`src/rtl/fact_decode.sv`:
```
`default_nettype none
// ============================================================================
// Module  : fact_decode
// Purpose : Recovers n from a 2*n! (mod 2^DATA_W) code word by a running-
//           factorial search, one multiply per SCAN cycle.
// Option  : FACT_DECODE_WRAP_MATCH_EN - scan to MAX_N and match truncated words.
// Revision: 1.0
// ============================================================================
module fact_decode #(
  parameter int DATA_W  = 32,
  parameter int MAX_N   = 15,
  parameter int K_EXACT = 12
) (
  input  logic              clk,
  input  logic              reset,
  input  logic              in_valid,
  output logic              in_ready,
  input  logic [DATA_W-1:0] in_data,
  output logic              out_valid,
  input  logic              out_ready,
  output logic [3:0]        n_out,
  output logic              match,
  output logic              busy
);

  localparam logic [1:0] ST_IDLE = 2'd0;
  localparam logic [1:0] ST_SCAN = 2'd1;
  localparam logic [1:0] ST_DONE = 2'd2;

`ifdef FACT_DECODE_WRAP_MATCH_EN
  localparam logic [3:0] SCAN_LIMIT = 4'(MAX_N);
`else
  localparam logic [3:0] SCAN_LIMIT = 4'(K_EXACT);
`endif

  logic [1:0]        state_q, state_d;
  logic [DATA_W-1:0] v_q, v_d;
  logic [DATA_W-1:0] p_q, p_d;
  logic [3:0]        k_q, k_d;
  logic [3:0]        n_q, n_d;
  logic              match_q, match_d;

  logic [4:0]        k_inc;
  logic [DATA_W-1:0] prod;
  logic              hit;
  logic              over;
  logic              at_limit;

  assign k_inc = {1'b0, k_q} + 5'd1;
  // Multiplier operand is only 5 bits wide; upper bits are constant zero.
  assign prod  = p_q * {{(DATA_W-5){1'b0}}, k_inc};

`ifdef FACT_DECODE_WRAP_MATCH_EN
  assign hit  = ({p_q[DATA_W-2:0], 1'b0} == v_q);
  assign over = 1'b0;
`else
  logic [DATA_W:0] two_p;
  assign two_p = {p_q, 1'b0};
  assign hit   = (two_p == {1'b0, v_q});
  assign over  = (two_p >  {1'b0, v_q});
`endif

  assign at_limit = (k_q == SCAN_LIMIT);

  always_comb begin
    state_d = state_q;
    v_d     = v_q;
    p_d     = p_q;
    k_d     = k_q;
    n_d     = n_q;
    match_d = match_q;
    case (state_q)
      ST_IDLE: begin
        if (in_valid) begin
          v_d = in_data;
          if (in_data == '0) begin
            n_d     = 4'd0;
            match_d = 1'b1;
            state_d = ST_DONE;
          end else begin
            k_d     = 4'd1;
            p_d     = DATA_W'(1);
            state_d = ST_SCAN;
          end
        end
      end
      ST_SCAN: begin
        if (hit) begin
          n_d     = k_q;
          match_d = 1'b1;
          state_d = ST_DONE;
        end else if (over || at_limit) begin
          n_d     = 4'd0;
          match_d = 1'b0;
          state_d = ST_DONE;
        end else begin
          k_d = k_inc[3:0];
          p_d = prod;
        end
      end
      ST_DONE: begin
        if (out_ready) begin
          state_d = ST_IDLE;
        end
      end
      default: begin
        state_d = ST_IDLE;
      end
    endcase
  end

  always_ff @(posedge clk) begin
    if (!reset) begin
      state_q <= ST_IDLE;
      v_q     <= '0;
      p_q     <= '0;
      k_q     <= 4'd0;
      n_q     <= 4'd0;
      match_q <= 1'b0;
    end else begin
      state_q <= state_d;
      v_q     <= v_d;
      p_q     <= p_d;
      k_q     <= k_d;
      n_q     <= n_d;
      match_q <= match_d;
    end
  end

  assign in_ready  = (state_q == ST_IDLE);
  assign out_valid = (state_q == ST_DONE);
  assign busy      = (state_q == ST_SCAN);
  assign n_out     = n_q;
  assign match     = match_q;

endmodule
`default_nettype wire

```
`config.mk`:
```
export PLATFORM = sky130hd
export DESIGN_NAME = fact_decode
export DESIGN_NICKNAME = d
export VERILOG_FILES = /design/src/rtl/fact_decode.sv
export SDC_FILE = /design/constraint.sdc
export NUM_CORES = 1
export LEC_CHECK = 0
export CORE_MARGIN = 2
export CORE_UTILIZATION = 45
export CTS_BUF_LIST = sky130_fd_sc_hd__clkbuf_4 sky130_fd_sc_hd__clkbuf_8
export DETAILED_ROUTE_END_ITERATION = 10
export SLEW_MARGIN = 10
export SYNTH_ARGS = -nofsm -noshare
export SYNTH_HDL_FRONTEND = slang
export SYNTH_SLANG_ARGS = --single-unit
export TNS_END_PERCENT = 50
```
`constraint.sdc`:
```
create_clock -name clk -period 6.86 [get_ports clk]
set_input_delay 1.715 -clock clk [delete_from_list [all_inputs] [get_ports clk]]
set_output_delay 1.715 -clock clk [all_outputs]
set_load 0.02 [all_outputs]
```
==> flow_metrics.tcl, run 1 <==
set metrics [dict create \
    first_pass_iters 5 \
    synth_area_um2 8120 \
    num_antenna_cells 0 \
    grt_max_degree 44 \
    synth_top_area_share 0.205 \
    worstSetupPathType "flop to flop" \
    dpl-instance-area_um2 8750 \
    drive_gt1_frac 0.0311 \
    p_sw_frac 0.382 \
    syn_avg_cell_area_um2 8.09 \
    power.total_mw 1.12 \
    clock-sinks 75 \
    grt_overflow 0 \
    route.detailed.drc 0 \
    combPwrFrac 0.235 \
    clk_pin_slew_ps 110 \
    cpMaxStageDelayCell "fa_1" \
    synthDistinctLibCells 56 \
    clock.fmax_mhz 174 \
    cts_max_path_buffers 2 \
    routed_via_density 5.40 \
    min_path_type "flop to flop" \
    routed-via-count 6798 \
    yosysSeqAreaShare 0.185 \
    wl_um 20900 \
    grt_usage 0.230 \
    synth-warning-count 0 \
    finalClockSkew_ps 14.2 \
    min_from "v_q[12]" \
    period_minus_slack_ps 5740 \
    yosysMostFrequentCell "inv_1" \
    worst_pin_slew_ps 1120 \
    status "finished, final reports clean" \
    post-cts-setup-buffers 0 \
    syn_nets 1190 \
    highest_layer "met4" \
    synth_flop_cell "dfxtp_1" \
    ctsHoldBuffers 0 \
    leakage_nw 4.18 \
    finalSetupViolCount 0 \
    htreeDepth 3 \
    p_int_mw 0.692 \
    net-switching-power_mw 0.427 \
    worst_ep_required_time_ps 7190 \
    clkPwrFrac 0.339 \
    num_rows 49 \
    synth_edf_count 0 \
    die_y_um 138 \
    wl_met3_um 647 \
    hold_violations 0 \
    crit_family "adder cells" \
    seq_power_share 0.426 \
    r2r_setup_slack_ps 1120 \
    cts_buffers 9 \
    grt_pass1_wl_um 35500 \
    die_area_um2 19100 \
    m1WireLength_um 9700 \
    power_density_nw_per_um2 125 \
    min_path_cells 2 \
    io_buffers 43 \
    synthToLayoutAreaGrowth_pct 10.3 \
    final.period_utilization 0.836 \
    grt_pass1_vias 6854 \
    path_buf_inv 3 \
    cpMostUsedCell "fa_1" \
    wl_per_cell_um 16.6 \
    drt-initial-drc-count 354 \
    endpoint_kind "flop" \
    startpoint_type "flop" \
    die_w_um 138 \
    ios 44 \
    ant_nets 0 \
    ctsResizeCount 0 \
    core-area_um2 17800 \
    async_flop_share 0 \
    dr_wl_met2_um 10100 \
    slew_violations 0 \
    slew_headroom 0.252 \
    insertion_delay_ps 410 \
    antenna_found_initial 0 \
    cts_tree "done" \
    fin_nets 1210 \
    maxCapViolCount 0 \
    cp_max_fo 16 \
    critical_path.cell_chain "ha_1 > xor2_2 > buf_4 > and2_1 > fa_1 > fa_1 > inv_1 > fa_1 > inv_1 > ha_1 > and4_1 > nand2_1 > a21oi_1 > nor4_1 > nor3_1 > xnor2_1 > or3_1 > a21oi_1" \
    rsz0062_at_grt "false" \
    reg2reg_to "p_q[15]" \
    hold_end "v_q[12]" \
    post-dp-hpwl_um 16200 \
    synthCells 1004 \
    cp.arrival_ps 6070 \
    cts_root_buf "clkbuf_8" \
    ys_top_cells_by_area "fa_1 (20%), dfxtp_1 (18%), ha_1 (10%), and2_1 (8.8%), inv_1 (7.0%)" \
    reg2reg_from "k_q[0]" \
    finalSetupTns_ps 0 \
    final_area_um2 8950 \
    synth_commonest_cells "inv_1 (151), nand2_1 (140), and2_1 (114)" \
    gp_congestion 0.860 \
    start_util 0.455 \
    r2r_cells 18 \
    ys_ff_latch 75 \
    critPathMaxStageDelay_ps 550 \
    yosysTopAreaCell "fa_1" \
    ir_drop_uv 104 \
]
==> worst reg2reg max path: stages (launching register included) <==
cell     delay (ps)
dfxtp_1         520
ha_1            300
xor2_2          440
buf_4           280
and2_1          170
fa_1            440
fa_1            550
inv_1            60
fa_1            530
inv_1            40
ha_1            360
and4_1          250
nand2_1         130
a21oi_1         490
nor4_1           90
nor3_1          420
xnor2_1         120
or3_1           310
a21oi_1         140
==> how the worst max path moves through the flow <==
stage                start  endpoint  slack (ps)  depth (start not counted)
global route        k_q[0]   p_q[17]         660                         18
CTS                 k_q[0]   p_q[15]        1080                         18
global placement    k_q[0]   p_q[15]        1210                         18
detailed placement  k_q[0]   p_q[15]        1100                         18
finish              k_q[0]   p_q[15]        1120                         18
floorplan           k_q[0]   p_q[29]        1750                         20
==> power by group through the flow <==
| stage | Combinational, mW | Sequential, mW | Clock [mW] |
|---|---|---|---|
| after floorplan | 0.168 | 0.481 | 0 |
| after global placement | 0.262 | 0.485 | 0 |
| after detailed placement | 0.262 | 0.486 | 0 |
| after CTS | 0.263 | 0.476 | 0.388 |
| after global routing | 0.292 | 0.480 | 0.406 |
| final | 0.263 | 0.476 | 0.380 |
==> cells by family after synthesis <==
kind of cell	Yosys count	synth area share
flip-flops	75	0.185
AND/OR/NAND/NOR	367	0.230
buffers and inverters	193	0.0906
XOR/XNOR	35	0.0377
adder cells (fa/ha/maj)	150	0.308
multiplexers	3	0.00370
AO/OA/AOI/OAI	181	0.146
==> flip-flops by register name, indices dropped and copies added (netlist names) <==
register  cells
k_q           4
n_out         4
p_q          32
v_q          32
state_q       2
match         1
==> metrics by stage <==
stage                     hold slack, ps  setup slack (ps)   util  instances
after global placement               443              1210  0.491       1242
after floorplan                      436              1750      -       1004
after detailed placement             447              1100  0.491       1242
final                                460              1120  0.502       1258
after CTS                            461              1080  0.502       1258
after global routing                 478               662  0.502       1258
==> cell type report <==
cell class | count | area, µm²
clock inverters | 7 | 78.8
flip-flops and latches | 75 | 1500
well taps | 229 | 287
multi-input cells | 736 | 5910
inverters | 152 | 571
clock buffers | 9 | 124
fillers | 1801 | 8890
repair buffers | 50 | 483
==> metal layers <==
layer  GRT usage  vias to the layer above
met5           0                        -
met4      0.0773                        0
met3      0.0211                       29
met2       0.387                      112
met1       0.312                     3341
li1            -                     3316
==> placed cells by master (no fill, tap or decap), types with 7 or more instances in the layout <==
master           Yosys  final
nor4_1              11     11
xor2_1               9      8
and2_1             114    114
nor2_1              32     32
nand4_1              9      9
clkbuf_8             0      9
a211oi_1             9      9
inv_1              151    151
nor2b_1              9      9
a21o_1              15     15
nand3_1             13     13
a21oi_1             81     81
dfxtp_1             75     75
and3_1               7      7
xnor2_1             26     25
a22o_1              11     11
a22oi_1             10     10
or3_1                9      9
ha_1                67     67
fa_1                83     83
clkdlybuf4s50_1      0     43
nand2_1            140    140
o21ai_0             19     19
buf_4                0      7
No activity file was read; power rests on OpenSTA's default activity.
==> inputs of run 2 (changes only) <==
Clock period 6.86 ns to 5.75 ns, I/O delays scaled along.
==> run 2 against run 1 <==
Against the previous run:
- clock power up 24%
- routed wire length down 0.79%
- global-route usage down 0.42 points
- utilization up 0.29 points
- critical path type unchanged
- highest routed layer unchanged
==> flow_metrics.tcl, run 2 (synthesis results as in run 1) <==
set metrics [dict create \
    antenna_found_initial 0 \
    clk_pin_slew_ps 90 \
    die_area_um2 19100 \
    grt_usage 0.226 \
    wl_um 20700 \
    insertion_delay_ps 390 \
    final_core_util 0.505 \
    finalSetupTns_ps 0 \
    stdcell_count 1263 \
    num_rows 49 \
    startpoint_type "flop" \
    ant_nets 0 \
    core-area_um2 17800 \
    min_path_cells 2 \
    final_cell_mix "inv_1 (151), nand2_1 (140), and2_1 (114), fa_1 (83), a21oi_1 (81)" \
    ir_drop_uv 130 \
    hold-worst-slack_ps 459 \
    grt_pass1_wl_um 34900 \
    ios 44 \
    cp_max_fo 30 \
    htreeDepth 3 \
    grt_max_degree 46 \
    crit_start "k_q[1]" \
    period_minus_slack_ps 5420 \
    final_area_um2 9010 \
    grt_pass1_vias 6819 \
    drive_gt1_frac 0.0368 \
    post-place-cells 1247 \
    final.period_utilization 0.943 \
    post-dp-hpwl_um 16300 \
    r2r_setup_slack_ps 330 \
    worst_pin_slew_ps 1110 \
    wl_per_cell_um 16.4 \
    rsz0062_at_grt "false" \
    endpoint_kind "flop" \
    fin_nets 1215 \
    status "finished, final reports clean" \
    route.detailed.drc 0 \
    pre_cts_slack_ps 332 \
    die_w_um 138 \
    cp.arrival_ps 5700 \
    synthToLayoutAreaGrowth_pct 10.9 \
    grt_overflow 0 \
    finalClockSkew_ps 13.5 \
    cts_buffers 9 \
    worstSetupPathType "flop to flop" \
    io_buffers 43 \
    cts_root_buf "clkbuf_8" \
    hold_violations 0 \
    dpl-instance-area_um2 8790 \
    num_antenna_cells 0 \
    r2r_cells 19 \
    start_util 0.455 \
    drt-initial-drc-count 353 \
    finalSetupViolCount 0 \
    top_regs "p_q x32, v_q x32" \
    first_pass_iters 5 \
    routed_via_density 5.37 \
    slew_violations 0 \
    leakage_nw 4.21 \
    gp_congestion 0.897 \
    worstSetupEndpoint "p_q[17]" \
    reg2reg_to "p_q[17]" \
    cts_tree "done" \
    post-cts-setup-buffers 0 \
    slew_headroom 0.255 \
    die_y_um 138 \
    power_density_nw_per_um2 151 \
    power.total_mw 1.36 \
    worst_ep_required_time_ps 6030 \
    maxCapViolCount 0 \
    clock-sinks 75 \
    setup_ws_ps 326 \
    min_path_type "flop to flop" \
    reg2reg_from "k_q[1]" \
    clock.fmax_mhz 184 \
    cts_max_path_buffers 2 \
    routed-via-count 6783 \
    final_common_cell "inv_1" \
]
## run 2: worst min-delay path by stage
stage / start / endpoint
finish: v_q[5] / v_q[5]
global route: v_q[19] / v_q[19]
CTS: v_q[5] / v_q[5]
detailed placement: v_q[5] / v_q[5]
global placement: v_q[3] / v_q[3]
floorplan: v_q[10] / v_q[10]
## run 2: cell type report
cell class	count	area, µm²
clock buffers	9	124
clock inverters	7	92.6
fillers	1766	8830
inverters	152	571
multi-input cells	736	5910
flip-flops and latches	75	1500
well taps	229	287
repair buffers	55	520
## run 2: critical path: stages (launching register included)
cell,delay (ps)
dfxtp_1,410
ha_1,270
xor2_2,140
buf_4,290
and2_1,190
fa_1,460
fa_1,560
inv_1,60
fa_1,520
inv_1,40
ha_1,360
and4_1,260
nand2_1,150
a21oi_1,380
buf_4,200
nor4_1,50
nor3_1,410
a31oi_1,160
xor2_1,160
o41ai_1,250
## run 2: metal layers
| layer | wire length, µm | global-route usage | vias up |
|---|---|---|---|
| met2 | 9900 | 0.382 | 104 |
| met1 | 9800 | 0.305 | 3340 |
| li1 | - | - | 3315 |
| met3 | 610 | 0.0270 | 24 |
| met5 | 0 | 0 | - |
| met4 | 399 | 0.0650 | 0 |
## run 2: timing repair
item,CTS,global route
hold buffers,0,0
gates resized for setup,0,1
endpoints found under the setup margin,0,2
## run 2: power by group
group	internal (mW)	leakage, nW	switching, mW	total, mW
Sequential	0.546	0.610	0.0190	0.565
Combinational	0.108	3.49	0.213	0.321
Clock	0.213	0.109	0.258	0.471
Total	0.867	4.21	0.490	1.36
==> inputs of run 3 (changes only) <==
Settings changed: SLEW_MARGIN 10 to 20.
==> run 3 against run 2 <==
Against the previous run:
- power grew 0.22%
- die area unchanged
- sequential power about the same
- critical endpoint unchanged
- highest routed layer unchanged
==> flow_metrics.tcl, run 3 (synthesis results as in run 1) <==
set metrics [dict create \
    grt_overflow 0 \
    min_path_cells 2 \
    finalSetupTns_ps 0 \
    finalClockSkew_ps 15.8 \
    num_antenna_cells 0 \
    grt_usage 0.226 \
    cpMaxStageDelayCell "fa_1" \
    slew_violations 0 \
    ant_nets 0 \
    worst_pin_slew_ps 690 \
    drive_gt1_frac 0.0386 \
    cp_max_fo 30 \
    r2r_cells 19 \
    die_w_um 138 \
    period_minus_slack_ps 5430 \
    grt_max_degree 46 \
    final.period_utilization 0.944 \
    ios 44 \
    fill_cells 1763 \
    hold_violations 0 \
    ctsResizeCount 0 \
    final_common_cell "inv_1" \
    critPathMaxStageDelay_ps 560 \
    slew_headroom 0.540 \
    finalSetupViolCount 0 \
    insertion_delay_ps 390 \
    cts_buffers 9 \
    maxCapViolCount 0 \
    hold-worst-slack_ps 459 \
    path_buf_inv 4 \
    min_path_type "flop to flop" \
    worst_ep_required_time_ps 6030 \
    clk_pin_slew_ps 90 \
    first_pass_iters 6 \
    power_density_nw_per_um2 151 \
    startpoint_type "flop" \
    cts_max_path_buffers 2 \
    fin_nets 1216 \
    die_area_um2 19100 \
    worstSetupPathType "flop to flop" \
    crit_family "adder cells" \
    status "finished, final reports clean" \
    start_util 0.455 \
    wl_um 20700 \
    post-cts-setup-buffers 0 \
    post-dp-hpwl_um 16300 \
    critical_path_depth 19 \
    leakage_nw 4.22 \
    cts_tree "done" \
    power.total_mw 1.36 \
    antenna_found_initial 0 \
    wl_per_cell_um 16.4 \
    critical_path.cell_chain "ha_1 > xor2_2 > buf_4 > and2_1 > fa_1 > fa_1 > inv_1 > fa_1 > inv_1 > ha_1 > and4_1 > nand2_1 > a21oi_1 > buf_4 > nor4_1 > nor3_1 > a31oi_1 > xor2_1 > o41ai_1" \
    io_buffers 43 \
    endpoint_kind "flop" \
    die_y_um 138 \
    grt_pass1_vias 6819 \
    cpMostUsedCell "fa_1" \
    ir_drop_uv 131 \
    cts_root_buf "clkbuf_8" \
    top_regs "p_q x32, v_q x32" \
    synthToLayoutAreaGrowth_pct 11.1 \
    core-area_um2 17800 \
    cp.arrival_ps 5700 \
    grt_pass1_wl_um 34900 \
    rsz0062_at_grt "false" \
    clock.fmax_mhz 184 \
    final_cell_mix "inv_1 (151), nand2_1 (139), and2_1 (114), fa_1 (83), a21oi_1 (81)" \
    htreeDepth 3 \
    final_core_util 0.506 \
    route.detailed.drc 0 \
    routed_via_density 5.35 \
    clock-sinks 75 \
    drt-initial-drc-count 323 \
    ctsHoldBuffers 0 \
    routed-via-count 6767 \
    gp_congestion 0.897 \
    num_rows 49 \
]
-- run 3: cell count changes in the layout (fill, tap and decap cells not counted), sizes merged --
cell | previous run | this run
buf | 12 | 13
-- run 3: area by class of cell --
cell class	instances	area [µm²]	area share
clock inverter	7	92.6	0.0103
timing repair buffer	56	536	0.0593
inverter	152	571	0.0632
clock buffer	9	124	0.0137
tap	229	287	0.0317
sequential	75	1500	0.166
multi-input combinational	736	5910	0.655
-- run 3: power breakdown --
part	switching, mW	internal (mW)	leakage, nW	total (mW)
Sequential	0.0192	0.546	0.610	0.565
Clock	0.258	0.213	0.109	0.470
Combinational	0.213	0.111	3.50	0.324
Total	0.490	0.870	4.22	1.36
-- run 3: worst paths after layout --
| kind | from | endpoint | slack (ps) |
|---|---|---|---|
| max | k_q[1] | p_q[17] | 320 |
| min | v_q[5] | v_q[5] | 460 |
| max reg2reg | k_q[1] | p_q[17] | 320 |
| min reg2reg | v_q[5] | v_q[5] | 460 |
-- run 3: worst min-delay path: stages, from the launching register on --
cell	delay [ps]
dfxtp_1	320
nand2_1	50
a21oi_1	50
-- run 3: through the flow --
stage                     cell area [µm²]  std cells  setup slack (ps)
after detailed placement             8790       1247               332
after CTS                            9010       1263               291
after global routing                 9020       1264              4.85
final                                9020       1264               325
after global placement               8790       1247               393
after floorplan                      8120       1004               643
-- run 3: metal layers --
metal  vias to the layer above  track usage  routed length (µm)
met4                         0       0.0650                 388
met3                        22       0.0270                 550
met2                        95        0.382                9970
li1                       3320            -                   -
met5                         -            0                   0
met1                      3330        0.305                9800
